===== src/rtl/pipelined_control_unit_pkg.sv =====
// Shared opcode, encoding and control-word definitions for the pipelined
// RV32I control unit and its decoder.
package pipelined_control_unit_pkg;

   localparam logic [6:0] OP_R      = 7'b0110011;
   localparam logic [6:0] OP_IMM    = 7'b0010011;
   localparam logic [6:0] OP_LOAD   = 7'b0000011;
   localparam logic [6:0] OP_STORE  = 7'b0100011;
   localparam logic [6:0] OP_BRANCH = 7'b1100011;
   localparam logic [6:0] OP_JAL    = 7'b1101111;
   localparam logic [6:0] OP_JALR   = 7'b1100111;
   localparam logic [6:0] OP_LUI    = 7'b0110111;
   localparam logic [6:0] OP_AUIPC  = 7'b0010111;

   typedef enum logic [1:0] {
      ALU_ADD    = 2'b00,
      ALU_BRANCH = 2'b01,
      ALU_R      = 2'b10,
      ALU_IMM    = 2'b11
   } alu_op_e;

   typedef enum logic [1:0] {
      JUMP_NONE = 2'b00,
      JUMP_JAL  = 2'b01,
      JUMP_JALR = 2'b10
   } jump_e;

   typedef enum logic [1:0] {
      WB_ALU = 2'b00,
      WB_MEM = 2'b01,
      WB_PC4 = 2'b10
   } wb_sel_e;

   typedef struct packed {
      alu_op_e alu_op;
      logic    alu_src;
      logic    pc_src_a;
      logic    branch;
      jump_e   jump;
      logic    mem_read;
      logic    mem_write;
      logic    reg_write;
      wb_sel_e wb_sel;
      logic    illegal;
   } ctrl_word_t;

   typedef struct packed {
      logic    mem_read;
      logic    mem_write;
      logic    reg_write;
      wb_sel_e wb_sel;
   } ex_mem_t;

   typedef struct packed {
      logic    reg_write;
      wb_sel_e wb_sel;
   } mem_wb_t;

endpackage


===== src/rtl/pipelined_control_unit_ctrl_decode.sv =====
// Purely combinational opcode-to-control-word decoder; extension opcodes
// (JAL/JALR/LUI/AUIPC) decode only when EXT_EN is set.
module pipelined_control_unit_ctrl_decode
   import pipelined_control_unit_pkg::*;
#(
   parameter bit EXT_EN = 1'b1
) (
   input  logic [6:0] opcode,
   output ctrl_word_t word
);

   always_comb begin
      // NOTE: full default first so every path assigns every field; no latch.
      word         = '0;
      word.illegal = 1'b1;
      case (opcode)
         OP_R: begin
            word.illegal   = 1'b0;
            word.alu_op    = ALU_R;
            word.reg_write = 1'b1;
         end
         OP_IMM: begin
            word.illegal   = 1'b0;
            word.alu_op    = ALU_IMM;
            word.alu_src   = 1'b1;
            word.reg_write = 1'b1;
         end
         OP_LOAD: begin
            word.illegal   = 1'b0;
            word.alu_src   = 1'b1;
            word.mem_read  = 1'b1;
            word.reg_write = 1'b1;
            word.wb_sel    = WB_MEM;
         end
         OP_STORE: begin
            word.illegal   = 1'b0;
            word.alu_src   = 1'b1;
            word.mem_write = 1'b1;
         end
         OP_BRANCH: begin
            word.illegal = 1'b0;
            word.alu_op  = ALU_BRANCH;
            word.branch  = 1'b1;
         end
         OP_JAL: if (EXT_EN) begin
            word.illegal   = 1'b0;
            word.alu_src   = 1'b1;
            word.pc_src_a  = 1'b1;
            word.jump      = JUMP_JAL;
            word.reg_write = 1'b1;
            word.wb_sel    = WB_PC4;
         end
         OP_JALR: if (EXT_EN) begin
            word.illegal   = 1'b0;
            word.alu_src   = 1'b1;
            word.jump      = JUMP_JALR;
            word.reg_write = 1'b1;
            word.wb_sel    = WB_PC4;
         end
         OP_LUI: if (EXT_EN) begin
            word.illegal   = 1'b0;
            word.alu_src   = 1'b1;
            word.reg_write = 1'b1;
         end
         OP_AUIPC: if (EXT_EN) begin
            word.illegal   = 1'b0;
            word.alu_src   = 1'b1;
            word.pc_src_a  = 1'b1;
            word.reg_write = 1'b1;
         end
         default: ;
      endcase
   end

endmodule


===== src/rtl/pipelined_control_unit.sv =====
// Pipelined control unit: decodes in ID and carries the control word through
// ID/EX, EX/MEM and MEM/WB, with bubbles and a saturating illegal counter.
module pipelined_control_unit
   import pipelined_control_unit_pkg::*;
#(
   parameter int unsigned ALUOP_W  = 2,
   parameter bit          EXT_EN   = 1'b1,
   parameter bit          FLUSH_EX = 1'b0,
   parameter int unsigned CNT_W    = 8
) (
   input  logic               clk,
   input  logic               rst_n,
   input  logic [6:0]         opcode_id,
   input  logic               id_valid,
   input  logic               stall,
   input  logic               flush,
   output logic [ALUOP_W-1:0] ex_alu_op,
   output logic               ex_alu_src,
   output logic               ex_pc_src_a,
   output logic               ex_branch,
   output logic [1:0]         ex_jump,
   output logic               ex_mem_read,
   output logic               mem_read,
   output logic               mem_write,
   output logic               wb_reg_write,
   output logic [1:0]         wb_sel,
   output logic               illegal_ex,
   output logic [CNT_W-1:0]   illegal_cnt
);

   localparam logic [CNT_W-1:0] CNT_MAX = '1;

   ctrl_word_t       dec_word;
   ctrl_word_t       id_ex_d,  id_ex_q;
   ex_mem_t          ex_mem_d, ex_mem_q;
   mem_wb_t          mem_wb_d, mem_wb_q;
   logic [CNT_W-1:0] cnt_d,    cnt_q;

   pipelined_control_unit_ctrl_decode #(
      .EXT_EN (EXT_EN)
   ) u_ctrl_decode (
      .opcode (opcode_id),
      .word   (dec_word)
   );

   always_comb begin
      id_ex_d = dec_word;
      if (flush || stall || !id_valid) id_ex_d = '0;

      ex_mem_d.mem_read  = id_ex_q.mem_read;
      ex_mem_d.mem_write = id_ex_q.mem_write;
      ex_mem_d.reg_write = id_ex_q.reg_write;
      ex_mem_d.wb_sel    = id_ex_q.wb_sel;
      // With the branch resolved in MEM, the instruction leaving EX is also wrong-path.
      if (FLUSH_EX && flush) ex_mem_d = '0;

      mem_wb_d.reg_write = ex_mem_q.reg_write;
      mem_wb_d.wb_sel    = ex_mem_q.wb_sel;

      cnt_d = cnt_q;
      if (id_ex_d.illegal && (cnt_q != CNT_MAX)) cnt_d = cnt_q + 1'b1;
   end

   // NOTE: non-blocking assignments so every stage samples the pre-edge value.
   always_ff @(posedge clk or negedge rst_n) begin
      if (!rst_n) begin
         id_ex_q  <= '0;
         ex_mem_q <= '0;
         mem_wb_q <= '0;
         cnt_q    <= '0;
      end else begin
         id_ex_q  <= id_ex_d;
         ex_mem_q <= ex_mem_d;
         mem_wb_q <= mem_wb_d;
         cnt_q    <= cnt_d;
      end
   end

   assign ex_alu_op    = ALUOP_W'(id_ex_q.alu_op);
   assign ex_alu_src   = id_ex_q.alu_src;
   assign ex_pc_src_a  = id_ex_q.pc_src_a;
   assign ex_branch    = id_ex_q.branch;
   assign ex_jump      = id_ex_q.jump;
   assign ex_mem_read  = id_ex_q.mem_read;
   assign illegal_ex   = id_ex_q.illegal;
   assign mem_read     = ex_mem_q.mem_read;
   assign mem_write    = ex_mem_q.mem_write;
   assign wb_reg_write = mem_wb_q.reg_write;
   assign wb_sel       = mem_wb_q.wb_sel;
   assign illegal_cnt  = cnt_q;

endmodule

===== config.mk =====
export PLATFORM = sky130hd
export DESIGN_NAME = pipelined_control_unit
export DESIGN_NICKNAME = d
export VERILOG_FILES = /design/src/rtl/pipelined_control_unit_pkg.sv /design/src/rtl/pipelined_control_unit_ctrl_decode.sv /design/src/rtl/pipelined_control_unit.sv
export SDC_FILE = /design/constraint.sdc
export NUM_CORES = 1
export LEC_CHECK = 0
export ABC_AREA = 1
export CAP_MARGIN = 40
export CORE_MARGIN = 3
export CORE_UTILIZATION = 50
export DETAILED_ROUTE_END_ITERATION = 16
export HOLD_SLACK_MARGIN = 0.03
export PLACE_DENSITY = 0.83
export SYNTH_ARGS = -nofsm -noshare
export SYNTH_HDL_FRONTEND = slang
export SYNTH_SLANG_ARGS = --single-unit

===== constraint.sdc =====
create_clock -name clk -period 3.2 [get_ports clk]
set_input_delay 0.48 -clock clk [delete_from_list [all_inputs] [get_ports clk]]
set_output_delay 0.48 -clock clk [all_outputs]
set_load 0.01 [all_outputs]

==> results of run 1 <==
## routing by layer
metal / global-route usage, % / routed length [µm] / up-vias
met2: 30.9 / 1270 / 34
met5: 0 / 0 / -
met4: 9.38 / 61 / 0
met1: 22.2 / 1120 / 485
li1: - / - / 519
met3: 3.74 / 145 / 6
## power by group through the flow
stage	registers [mW]	logic [mW]	clock network, mW
CTS	0.390	0.145	0.146
finish	0.391	0.143	0.143
floorplan	0.402	0.0548	0
global placement	0.395	0.140	0
global route	0.394	0.158	0.171
detailed placement	0.397	0.144	0
## metrics by stage
step	worst slack, ps	power (mW)
2_1_floorplan	1840	0.457
3_3_place_gp	901	0.535
3_5_place_dp	806	0.541
4_1_cts	1160	0.681
5_1_grt	953	0.723
6_report	1120	0.677
## flip-flops by register name, summed over array words and instances, names as in the netlist, 2 cells and up
name         flops
ex_alu_op        2
wb_sel           2
ex_jump          2
illegal_cnt      8
ex_mem_d         3
ex_mem_q         3
## logic make-up (layout without fill, tap and decap cells)
kind of cell             count (synthesis)  after routing  synth area share [%]
AND/OR/NAND/NOR                         87             87                  33.8
flip-flops                              27             27                  55.0
buffers and inverters                   19             55                  6.73
AO/OA/AOI/OAI                            4              4                  1.94
XOR/XNOR                                 2              2                  1.43
adder cells (fa/ha/maj)                  1              1                  1.02
## worst max-delay path, stage by stage
cell	delay, ps
clkdlybuf4s50_1	540
inv_1	70
nand3_1	120
a21oi_2	80
nor2_1	580
nand3_2	260
nand2_1	120
nand2_1	50
## synth_stat cells
cell type / instances / area [µm²]
inv_2: 4 / 15.0
nand2_1: 38 / 143
nor3_1: 3 / 15.0
nand3_1: 6 / 30.0
nand4_1: 9 / 56.3
nor2_4: 1 / 11.3
inv_1: 13 / 48.8
a21oi_1: 1 / 5.00
nand3_2: 4 / 40.0
dfrtp_1: 27 / 676
xor2_1: 2 / 17.5
nor4_1: 1 / 6.26
nor2_2: 1 / 6.26
ha_1: 1 / 12.5
nor2_1: 19 / 71.3
nand3b_1: 1 / 7.51
a21oi_2: 1 / 8.76
nand2_2: 3 / 18.8
o21ai_0: 2 / 10.0
buf_4: 1 / 7.51
nor3_2: 1 / 10.0
buf_6: 1 / 11.3
## worst paths after layout
kind | startpoint | to | slack (ps) | cells past startpoint
setup / recovery | opcode_id[6] | illegal_cnt[4] | 1120 | 8
hold / removal | ex_mem_q[2] | wb_reg_write | 360 | 0
setup reg to reg | illegal_cnt[0] | illegal_cnt[2] | 1590 | 7
hold reg to reg | ex_mem_q[2] | wb_reg_write | 360 | 0
max in group asynchronous | rst_n | illegal_cnt[5] | 2430 | 2
min in group asynchronous | rst_n | ex_alu_src | 520 | 2
## cell type report
| class | instances | area [µm²] |
|---|---|---|
| Clock buffer | 3 | 22.5 |
| Clock inverter | 1 | 5.00 |
| Fill cell | 184 | 667 |
| Inverter | 17 | 63.8 |
| Multi-Input combinational cell | 94 | 469 |
| Sequential cell | 27 | 676 |
| Tap cell | 28 | 35.0 |
| Timing Repair Buffer | 34 | 338 |
==> qor.yml, run 1 <==
run_status:
  status: "completed"
power:
  intPower_uw: 481
  sw_frac_of_total_pct: 28.9
  leakage_nw: 0.777
  clockPowerShare_pct: 21.2
  switchingPower_uw: 195
  combPwrFrac_pct: 21.1
  pwr-share-seq_pct: 57.7
  powerDensity_nw_per_um2: 421
  irDropWorstVdd_mv: 0.301
sta:
  fmax_ghz: 0.481
  relSlewSlack_pct: 49.5
  final.setup.tns_ps: 0
  period_share_pct: 65.0
  fin_skew_ps: 11.3
  drv_slew: 0
  timing.hold.ws_ps: 364
  finalHoldViolCount: 0
  rsz0062_at_grt: "false"
  final.min_clock_period_ps: 2080
  tightest_slew_ps: 754
  setup_viol: 0
synthesis:
  syn_nets: 153
  yosysUniqueCellTypes: 22
  avgSynthCellArea_um2: 8.77
  ys_ff_latch: 27
  synth_warnings: 0
  synth_cells: 140
  seq_area_frac_synth_pct: 55.0
  netlist_area_um2: 1230
finish:
  utilization_pct: 70.7
  drive_above_1_share_pct: 11.4
  final_common_cell: "nand2_1"
  final_cell_count_no_fill: 204
  layout.nets: 190
  syn_to_final_growth_pct: 31.1
  final_cell_mix: "38 x nand2_1, 33 x clkdlybuf4s50_1, 27 x dfrtp_1, 19 x nor2_1, 13 x inv_1"
  num_antenna_cells: 0
  stdcell_area_um2: 1610
clocking:
  cts_tree: "done"
  cts_buffer_depth: 2
  cts_sinks: 27
  hold_buffers: 0
  clk_latency_ps: 320
  cts.repair.resized: 0
  root_buffer: "clkbuf_4"
  numCtsBuffers: 3
  post_cts.repair.setup_buffers: 0
  clk_pin_slew_ps: 150
  htree_levels: 1
placement:
  dp.cells: 200
  dp_hpwl_mm: 2.06
  place_area_um2: 1580
  port_buffers: 33
  gp_congestion: 0.906
route:
  viasPerCell: 5.12
  wl_mm: 2.59
  dr.pass1.iters: 4
  ant_nets: 0
  vias: 1044
  wire_per_inst_um: 12.7
  drt_iter0_drc: 14
  drc: 0
floorplanning:
  die_width_um: 55.5
  die_h_um: 55.5
  design.die.area_um2: 3090
  ioPinCount: 34
  coreArea_um2: 2280
  initial_core_util_pct: 53.9
  rows: 17
grt:
  antenna_found_initial: 0
  grt_overflow_total: 0
  grt_usage_pct: 18.4
  grt_pass1_wl_mm: 4.50
  grt_pass1_vias: 1054
  grt_max_degree: 28
critical_path:
  crit_required_ps: 3430
  worstSetupStartpointType: "primary input"
  end_kind: "register"
  worst_ep_arrival_time_ps: 2310
  cp_max_fo: 11
  worst-setup-path-type: "in -> reg"
hold_path:
  hold_path_class: "reg -> reg"
job:
  maxCapViolations: 0
No activity file was read; power rests on OpenSTA's default activity.
==> inputs of run 2 (changes only) <==
--- a/config.mk
+++ b/config.mk
@@ -8,10 +8,10 @@
 export ABC_AREA = 1
 export CAP_MARGIN = 40
 export CORE_MARGIN = 3
-export CORE_UTILIZATION = 50
+export CORE_UTILIZATION = 42
 export DETAILED_ROUTE_END_ITERATION = 16
 export HOLD_SLACK_MARGIN = 0.03
-export PLACE_DENSITY = 0.83
+export PLACE_DENSITY = 0.74
 export SYNTH_ARGS = -nofsm -noshare
 export SYNTH_HDL_FRONTEND = slang
 export SYNTH_SLANG_ARGS = --single-unit
==> constraint.sdc (replaced) <==
create_clock -name clk -period 1.8 [get_ports clk]
set_input_delay 0.27 -clock clk [delete_from_list [all_inputs] [get_ports clk]]
set_output_delay 0.27 -clock clk [all_outputs]
set_load 0.01 [all_outputs]
==> qor.yml, run 2 (same netlist as run 1, synthesis figures left out) <==
grt:
  grt_pass1_vias: 973
  antenna_found_initial: 0
  grt_usage_pct: 14.9
  grt_pass1_wl_mm: 4.08
  grt_max_degree: 28
  grt_overflow_total: 0
finish:
  regArea_um2: 676
  num-fill-cells: 237
  largest_register_ffs: 8
  drive_above_1_share_pct: 14.8
  multiInputGateArea_um2: 469
  layout.nets: 197
  final_cell_mix: "38 x nand2_1, 33 x clkdlybuf4s50_1, 27 x dfrtp_1, 19 x nor2_1, 13 x inv_1"
  final_cell_count_no_fill: 213
  final_common_cell: "nand2_1"
  num_antenna_cells: 0
  syn_to_final_growth_pct: 35.9
  stdcell_area_um2: 1670
sta:
  fin_ws_ps: 166
  setup_viol: 0
  tightest_slew_ps: 330
  finalHoldViolCount: 0
  drv_slew: 0
  final.min_clock_period_ps: 1630
  fmax_ghz: 0.612
  rsz0062_at_grt: "false"
  period_share_pct: 90.8
  fin_skew_ps: 1.02
  relSlewSlack_pct: 78.0
  final.setup.tns_ps: 0
  timing.hold.ws_ps: 287
critical_path:
  worstSetupStartpointType: "register"
  worst-setup-path-type: "reg -> out"
  critPathBufInv: 1
  crit_required_ps: 1530
  cpLargestDelayFamily: "buffers and inverters"
  worst_ep_arrival_time_ps: 1360
  cp_max_fo: 6
  slowest_stage: "clkdlybuf4s50_1"
  path_cells: "clkdlybuf4s50_1"
  reg2reg_slack_ps: 310
  end_kind: "output pin"
  critical_path.max_stage_delay_ps: 570
floorplanning:
  coreArea_um2: 2640
  die_width_um: 60.1
  rows: 18
  ioPinCount: 34
  die_h_um: 60.1
  design.die.area_um2: 3610
  initial_core_util_pct: 46.6
route:
  wire_per_inst_um: 11.2
  ant_nets: 0
  dr.pass1.iters: 4
  viasPerCell: 4.90
  vias: 1044
  wl_mm: 2.38
  drc: 0
  drt_iter0_drc: 17
power:
  leakage_nw: 0.809
  irDropWorstVdd_mv: 0.494
  powerDensity_nw_per_um2: 733
clocking:
  cts_sinks: 27
  clk_pin_slew_ps: 150
  root_buffer: "clkbuf_4"
  clk_latency_ps: 320
  post_cts.repair.setup_buffers: 0
  htree_levels: 1
  hold_buffers: 0
  cts.repair.resized: 0
  numCtsBuffers: 3
  cts_tree: "done"
  cts_buffer_depth: 2
placement:
  place_area_um2: 1640
  port_buffers: 33
  gp_congestion: 0.830
  dp_hpwl_mm: 1.98
  dp.cells: 209
  pre_cts_ws_ps: -55.7
hold_path:
  hold_path_class: "in -> async"
job:
  maxCapViolations: 0
run_status:
  status: "completed"
[run 2: stage by stage]
stage	total power, mW	util, %
global placement	0.961	62.1
floorplan	0.812	-
finish	1.22	63.3
CTS	1.24	63.3
global route	1.30	63.3
detailed placement	0.965	62.1
[run 2: per-layer routing]
layer / global-route usage [%] / wire length [µm] / vias to the layer above
li1: - / - / 535
met1: 18.3 / 1040 / 482
met2: 26.7 / 1200 / 25
met3: 1.51 / 113 / 2
met4: 5.70 / 27 / 0
met5: 0 / 0 / -
[run 2: report_power, final]
group | switching [mW] | leakage, nW | total [mW] | internal [mW]
clock network | 0.183 | 0.0183 | 0.273 | 0.0904
registers | 0.0468 | 0.372 | 0.691 | 0.645
logic | 0.123 | 0.418 | 0.258 | 0.135
[run 2: path summary, 6_finish.rpt]
| check | startpoint | end | cells past startpoint |
|---|---|---|---|
| max | illegal_cnt[3] | illegal_cnt[3] | 1 |
| min | rst_n | ex_mem_q[1] | 2 |
| max reg2reg | illegal_cnt[0] | illegal_cnt[0] | 7 |
| min reg2reg | ex_mem_d[1] | ex_mem_q[1] | 0 |
| max in group asynchronous | rst_n | illegal_cnt[5] | 2 |
| min in group clk | ex_mem_d[1] | ex_mem_q[1] | 0 |
[run 2: cell type report]
| cell class | instances | area share [%] |
|---|---|---|
| timing repair buffer | 41 | 23.4 |
| clock inverter | 1 | 0.525 |
| inverter | 17 | 3.83 |
| sequential | 27 | 40.5 |
| clock buffer | 3 | 1.35 |
| multi-input combinational | 94 | 28.1 |
| tap | 30 | 2.25 |
